--- src/rtl/i2c_evt_latch.sv ---
// One pending event: flag plus newest payload. Kill beats set, set beats
// the grant clear, so a capture coinciding with its own grant is kept.
module i2c_evt_latch (
  input  logic       clk,
  input  logic       rst,
  input  logic       i_set,
  input  logic       i_clr,
  input  logic       i_kill,
  input  logic [3:0] i_payload,
  output logic       o_pending,
  output logic [3:0] o_payload,
  output logic       o_overrun
);

  logic       r_pending;
  logic [3:0] r_payload;

  // Pending flag and payload capture with kill > set > clear precedence.
  always_ff @(posedge clk or posedge rst) begin
    if (rst) begin
      r_pending <= 1'b0;
      r_payload <= 4'h0;
    end else if (i_kill) begin
      r_pending <= 1'b0;
    end else if (i_set) begin
      r_pending <= 1'b1;
      r_payload <= i_payload;
    end else if (i_clr) begin
      r_pending <= 1'b0;
    end else begin
      r_pending <= r_pending;
    end
  end

  assign o_pending = r_pending;
  assign o_payload = r_payload;
  assign o_overrun = i_set & r_pending & ~i_kill;

endmodule

--- config.mk ---
export PLATFORM = sky130hd
export DESIGN_NAME = i2c_evt_latch
export DESIGN_NICKNAME = d
export VERILOG_FILES = /design/src/rtl/i2c_evt_latch.sv
export SDC_FILE = /design/constraint.sdc
export NUM_CORES = 1
export LEC_CHECK = 0
export BUFFER_PORTS_ARGS = -buffer_cell sky130_fd_sc_hd__buf_2
export CORE_AREA = 2 2 39 41
export DETAILED_ROUTE_END_ITERATION = 6
export DIE_AREA = 0 0 41 43
export PLACE_DENSITY_LB_ADDON = 0.3
export SETUP_SLACK_MARGIN = 0.02
export SKIP_CTS_REPAIR_TIMING = 1
export SLEW_MARGIN = 20
export SYNTH_ARGS = -nofsm -noshare
export SYNTH_HDL_FRONTEND = slang
export SYNTH_SLANG_ARGS = --single-unit
export TNS_END_PERCENT = 5
--- constraint.sdc ---
create_clock -name clk -period 0.8 [get_ports clk]
set_input_delay 0.04 -clock clk [delete_from_list [all_inputs] [get_ports clk]]
set_output_delay 0.04 -clock clk [all_outputs]
set_load 0.05 [all_outputs]
==> results of run 1 <==
==> final cells by class <==
cell class                 instances  area, um^2
inverter                           2        7.51
sequential                         5         131
clock buffer                       4        26.3
fill                             146         998
timing repair buffer              16         121
multi-input combinational          8        78.8
tap                               16        20.0
==> cells by family (layout without fill, tap and decap cells) <==
| group | after synthesis | after routing | synth area share |
|---|---|---|---|
| flops | 5 | 5 | 0.595 |
| mux | 4 | 4 | 0.214 |
| buf+inv | 2 | 22 | 0.0357 |
| compound gates | 1 | 1 | 0.0238 |
| simple gates | 3 | 3 | 0.131 |
==> metal layers <==
metal | wire length, um | vias to the layer above
met3 | 53 | 0
li1 | - | 88
met4 | 0 | 0
met1 | 208 | 92
met2 | 240 | 11
met5 | 0 | -
==> Yosys cell counts <==
master,n,area (um^2)
a21oi_1,1,5.00
mux2_2,4,45.0
nor2b_4,1,13.8
inv_1,2,7.51
nand2b_1,1,6.26
dfrtp_1,5,125
and2_2,1,7.51
==> how the worst min path moves through the flow <==
stage | from | to | slack, ps | cells after the start
6_report | i_payload[3] | o_payload[3] | 20 | 2
5_1_grt | i_payload[3] | o_payload[3] | 10 | 2
3_5_place_dp | rst | o_pending | -50 | 2
4_1_cts | rst | o_pending | -320 | 2
2_1_floorplan | rst | o_payload[0] | -180 | 1
3_3_place_gp | rst | o_pending | -50 | 2
==> through the flow <==
stage	setup slack (ps)	util	power, mW	std cells	hold WS [ps]
after global placement	-12.2	0.222	0.544	45	-52.1
after detailed placement	-51.8	0.222	0.550	45	-51.0
final	-175	0.278	0.897	51	24.0
after floorplan	-102	-	0.485	15	-181
after global routing	-209	0.278	0.951	51	14.9
after CTS	-241	0.241	0.861	49	-318
==> sequential cells by signal, indices dropped and copies added (netlist names) <==
register	cells
o_payload	4
o_pending	1
==> where the power goes <==
group	internal (mW)	total, mW	switching (mW)
clock	0.189	0.300	0.111
sequential	0.293	0.316	0.0234
combinational	0.116	0.281	0.165
total	0.598	0.897	0.299
==> impl_metrics.ini, run 1 <==
[drt]
routed_wl_um = 502
first_pass_iters = 2
vias = 191
vias_per_cell = 3.75
drc_errors = 0
drtIter0Drc = 1
drt-wirelength-per-cell_um = 9.84
ant_nets = 0

[cts]
cts_buffers = 3
cts_root_buf = clkbuf_4
clock-sinks = 5
cts_tree = done
clk_pin_slew_ps = 50
htree_levels = 1
clock_latency_ps = 240
clock_path_buffers = 2

[worst_setup_path]
crit_type = flop to output pin
rr_endpoint = o_payload[2]
crit_path_max_fanout = 3
crit_buf_inv = 1
endpoint = o_overrun
worstPathCellList = and2_4 -> buf_6
reg2reg_slack_ps = 20
cp_data_arrival_time_ps = 940
cpLargestDelayFamily = flip-flops
cpPeakStageDelay_ps = 410
reg2reg_depth = 1
crit_slowest_cell = dfrtp_2
path_depth = 2
cp-end-kind = output pin
reg2reg_from = o_payload[2]
start_kind = flop
critPathRequiredTime_ps = 760
crit_path_start = o_pending

[timing]
finalCritPeriodShare = 1.22
setup_ws_ps = -175
rsz0062_at_grt = yes
setup_tns_ps = -428
min_period_ps = 975
relSlewSlack = 0.837
finalSetupViolations = 6
clock-skew-final_ps = 0
max_freq_mhz = 1030
drv_slew = 0
hold_viol = 0
worst_slew_pin_slew_ps = 246

[placed_design]
place_area_um2 = 308
port_buffers = 14
gp_congestion = 0.547

[run]
cap_violations = 0

[finish]
diodes = 0
drive_gt1_frac = 0.800
syn_to_final_growth_pct = 83.3
final_cell_mix = buf_2 (9), dfrtp_2 (5), buf_6 (5), mux2_2 (4), clkbuf_4 (3)
layout_commonest_cell = buf_2
nNetsFinal = 45
final_cell_area_um2 = 385

[outcome]
status = finished with violations
violations = setup timing

[synthesis]
netlist_instances = 15
synth_nets = 24
mappedNetlistArea_um2 = 210
seq_area_frac_synth = 0.595
synth.distinct_cells = 7
yosysWarnings = 0
ys_seq_elements = 5
avgSynthCellArea_um2 = 14.0

[global_route]
antenna_found_initial = 0
grt_pass1_wl_um = 724
grt_max_degree = 6
use_met2 = 0.0844
grt_overflow = 0
grt_use_total = 0.0687
grt_pass1_vias = 174
grt_use_met3 = 0.0785
top_usage_layer = met2
grt_use_met1 = 0.0754

[die]
start_util = 0.152
coreArea_um2 = 1380
die_area_um2 = 1760
die_h_um = 43
ios = 15
row_count = 14
die_w_um = 41

[power_and_ir_drop]
powerDensity_nw_per_um2 = 2330
ir_drop_v = 0.000946
power_leakage_nw = 0.185

[hold_path]
hp-class = primary input to flop
No activity file was read; power rests on OpenSTA's default activity.
==> run 2, diff against run 1 <==
--- a/config.mk
+++ b/config.mk
@@ -6,9 +6,10 @@
 export NUM_CORES = 1
 export LEC_CHECK = 0
 export BUFFER_PORTS_ARGS = -buffer_cell sky130_fd_sc_hd__buf_2
-export CORE_AREA = 2 2 39 41
+export CORE_AREA = 10 10 47 49
 export DETAILED_ROUTE_END_ITERATION = 6
-export DIE_AREA = 0 0 41 43
+export DIE_AREA = 0 0 57 59
+export GPL_ROUTABILITY_DRIVEN = 0
 export PLACE_DENSITY_LB_ADDON = 0.3
 export SETUP_SLACK_MARGIN = 0.02
 export SKIP_CTS_REPAIR_TIMING = 1
==> impl_metrics.ini, run 2 (synthesis gave the netlist of run 1 again) <==
[worst_setup_path]
crit_slowest_cell = dfrtp_2
cpPeakStageDelay_ps = 400
crit_type = flop to output pin
reg2reg_from = o_payload[3]
crit_path_max_fanout = 3
cp_data_arrival_time_ps = 920
critPathRequiredTime_ps = 760
crit_path_start = o_pending
cp-end-kind = output pin
worstPathCellList = and2_4 -> buf_6
start_kind = flop

[global_route]
antenna_found_initial = 0
grt_overflow = 0
grt_max_degree = 6
grt_use_total = 0.0395
grt_pass1_wl_um = 917
grt_pass1_vias = 212

[drt]
vias = 182
routed_wl_um = 594
vias_per_cell = 3.57
first_pass_iters = 1
drtIter0Drc = 0
drc_errors = 0
ant_nets = 0
drt-wirelength-per-cell_um = 11.6

[die]
die_area_um2 = 3360
start_util = 0.150
row_count = 14
die_h_um = 59
die_w_um = 57
coreArea_um2 = 1400
ios = 15

[run]
cap_violations = 0

[timing]
drv_slew = 0
setup_tns_ps = -374
min_period_ps = 959
max_freq_mhz = 1040
setup_ws_ps = -159
clock-skew-final_ps = 0
relSlewSlack = 0.834
finalCritPeriodShare = 1.20
worst_slew_pin_slew_ps = 250
rsz0062_at_grt = yes
hold_viol = 0
whs_ps = 37.3
finalSetupViolations = 6

[cts]
htree_levels = 1
clock-sinks = 5
cts_root_buf = clkbuf_4
clock_path_buffers = 2
clk_pin_slew_ps = 40
cts_buffers = 3
cts_tree = done
clock_latency_ps = 240

[finish]
largest_register_ffs = 4
drive_gt1_frac = 0.800
layout_commonest_cell = buf_2
diodes = 0
syn_to_final_growth_pct = 83.3
final_cell_mix = buf_2 (9), dfrtp_2 (5), buf_6 (5), mux2_2 (4), clkbuf_4 (3)
nNetsFinal = 45

[hold_path]
min_from = i_payload[0]
hp-class = primary input to flop

[outcome]
status = finished with violations
violations = setup timing

[power_and_ir_drop]
totalPowerFinal_mw = 0.885
ir_drop_v = 0.000935
powerDensity_nw_per_um2 = 2300
power_leakage_nw = 0.185

[placed_design]
port_buffers = 14
dp_slack_ps = -19.5
run 2: cell counts in the layout (fill, tap and decap cells not counted):
No cell type changed its count.
run 2: final cells by class:
cell class,instances,area (um^2)
timing repair buffer,16,121
clock buffer,4,26.3
multi-input combinational,8,78.8
tap,16,20.0
inverter,2,7.51
sequential,5,131
fill,161,1020
run 2: per-layer routing:
layer	vias up	routed length [um]	GRT usage
met3	0	85	0.0515
met4	0	0	0.0403
met2	17	182	0.0248
met5	-	0	0
li1	87	-	-
met1	78	326	0.0469
run 2: path summary, 6_finish.rpt:
kind / slack (ps) / depth (start not counted) / endpoint
max reg2reg: 20 / 1 / o_payload[3]
min: 40 / 2 / o_payload[0]
max in group asynchronous: 360 / 3 / o_payload[0]
min in group asynchronous: 250 / 3 / o_payload[2]
min reg2reg: 530 / 1 / o_payload[2]
max: -160 / 2 / o_overrun
run 2: where the power goes:
part,internal (mW),leakage [nW],switching (mW)
Combinational,0.116,0.115,0.167
Clock,0.188,0.0150,0.0971
Sequential,0.293,0.0543,0.0234
Total,0.597,0.185,0.288
run 2: through the flow:
| step | utilization | cell area (um^2) | std cells |
|---|---|---|---|
| detailed placement | 0.220 | 308 | 45 |
| global placement | 0.220 | 308 | 45 |
| finish | 0.275 | 385 | 51 |
| CTS | 0.238 | 334 | 49 |
| floorplan | - | 218 | 15 |
| global route | 0.275 | 385 | 51 |
run 2: critical path, delay by kind of cell (launching register included):
kind / cells / cell delay [ps]
buf+inv: 1 / 140
flops: 1 / 400
simple gates: 1 / 140
==> run 3, diff against run 2 <==
--- a/config.mk
+++ b/config.mk
@@ -11,7 +11,7 @@
 export DIE_AREA = 0 0 57 59
 export GPL_ROUTABILITY_DRIVEN = 0
 export PLACE_DENSITY_LB_ADDON = 0.3
-export SETUP_SLACK_MARGIN = 0.02
+export SETUP_SLACK_MARGIN = 0.3
 export SKIP_CTS_REPAIR_TIMING = 1
 export SLEW_MARGIN = 20
 export SYNTH_ARGS = -nofsm -noshare
==> impl_metrics.ini, run 3 (synthesis gave the netlist of run 1 again) <==
[outcome]
status = finished with violations
violations = hold timing, setup timing

[finish]
fin_util = 0.271
seq_area_um2 = 131
largest_register_ffs = 4
layout_commonest_cell = buf_2
nNetsFinal = 44
drive_gt1_frac = 0.853
syn_to_final_growth_pct = 80.4
final_cell_area_um2 = 379
fillers = 159
diodes = 0
multi_input_area_um2 = 82.6
final_cell_mix = buf_2 (9), dfrtp_2 (5), buf_6 (5), mux2_2 (4), clkbuf_4 (3)

[drt]
drc_errors = 0
vias_per_cell = 3.64
vias = 182
first_pass_iters = 1
drtIter0Drc = 0
ant_nets = 0
drt-wirelength-per-cell_um = 11.7
routed_wl_um = 583

[timing]
min_period_ps = 959
drv_slew = 0
setup_ws_ps = -159
relSlewSlack = 0.834
whs_ps = -2.72
worst_slew_pin_slew_ps = 250
finalSetupViolations = 6
max_freq_mhz = 1040
setup_tns_ps = -378
finalCritPeriodShare = 1.20
hold_viol = 1
rsz0062_at_grt = yes
clock-skew-final_ps = 0

[die]
coreArea_um2 = 1400
die_area_um2 = 3360
row_count = 14
die_w_um = 57
start_util = 0.150
ios = 15
die_h_um = 59

[power_and_ir_drop]
power_leakage_nw = 0.181
p_int_mw = 0.595
powerDensity_nw_per_um2 = 2330
swShare = 0.327
netSwitchingPower_mw = 0.290
clkPwrFrac = 0.323
ir_drop_v = 0.000942
pwr-share-comb = 0.319
pwr-share-seq = 0.358

[cts]
clock_path_buffers = 2
clk_pin_slew_ps = 40
clock_latency_ps = 240
cts_root_buf = clkbuf_4
cts_buffers = 3
cts_tree = done
htree_levels = 1
clock-sinks = 5

[placed_design]
place_area_um2 = 308
dp_slack_ps = -19.5
port_buffers = 14

[global_route]
antenna_found_initial = 0
grt_pass1_vias = 212
grt_max_degree = 6
grt_use_total = 0.0395
grt_overflow = 0
grt_pass1_wl_um = 917

[worst_setup_path]
cp_data_arrival_time_ps = 920
crit_path_max_fanout = 3
start_kind = flop
crit_type = flop to output pin
cp-end-kind = output pin
critPathRequiredTime_ps = 760

[hold_path]
hp-class = primary input to flop

[run]
cap_violations = 0
[run 3: power groups by stage]
stage	sequential, mW	clock (mW)	combinational [mW]
after floorplan	0.433	0	0.0525
after global placement	0.314	0	0.238
after detailed placement	0.312	0	0.239
after CTS	0.310	0.306	0.239
after global routing	0.322	0.344	0.296
final	0.317	0.286	0.282
[run 3: per-stage QoR]
step                      total power, mW  hold WS [ps]  std cells
after detailed placement            0.551         -51.0         45
after global placement              0.552         -48.4         45
after global routing                0.962         -15.5         50
after CTS                           0.854          -311         49
final                               0.884         -2.72         50
after floorplan                     0.485          -181         15
[run 3: worst paths after layout]
kind | from | to | slack [ps] | cells past startpoint
worst max-delay path | o_pending | o_overrun | -160 | 2
worst min-delay path | i_kill | o_pending | -3 | 2
worst max register to register | o_payload[3] | o_payload[3] | 20 | 1
worst min register to register | o_payload[2] | o_payload[2] | 530 | 1
max in group asynchronous | rst | o_payload[0] | 360 | 3
min in group asynchronous | rst | o_payload[2] | 250 | 3
[run 3: area by class of cell]
class | count | share of cell area
Sequential cell | 5 | 0.347
Timing Repair Buffer | 15 | 0.294
Multi-Input combinational cell | 8 | 0.218
Clock buffer | 4 | 0.0693
Tap cell | 16 | 0.0528
Inverter | 2 | 0.0198
[run 3: layer usage]
layer | global-route usage | routed length, um | up-vias
met5 | 0 | 0 | -
met3 | 0.0515 | 92 | 0
met4 | 0.0403 | 0 | 0
met2 | 0.0248 | 178 | 17
li1 | - | - | 85
met1 | 0.0469 | 312 | 80
[run 3: critical path: stages, from the launching register on]
cell	delay, ps
dfrtp_2	400
and2_4	140
buf_6	140
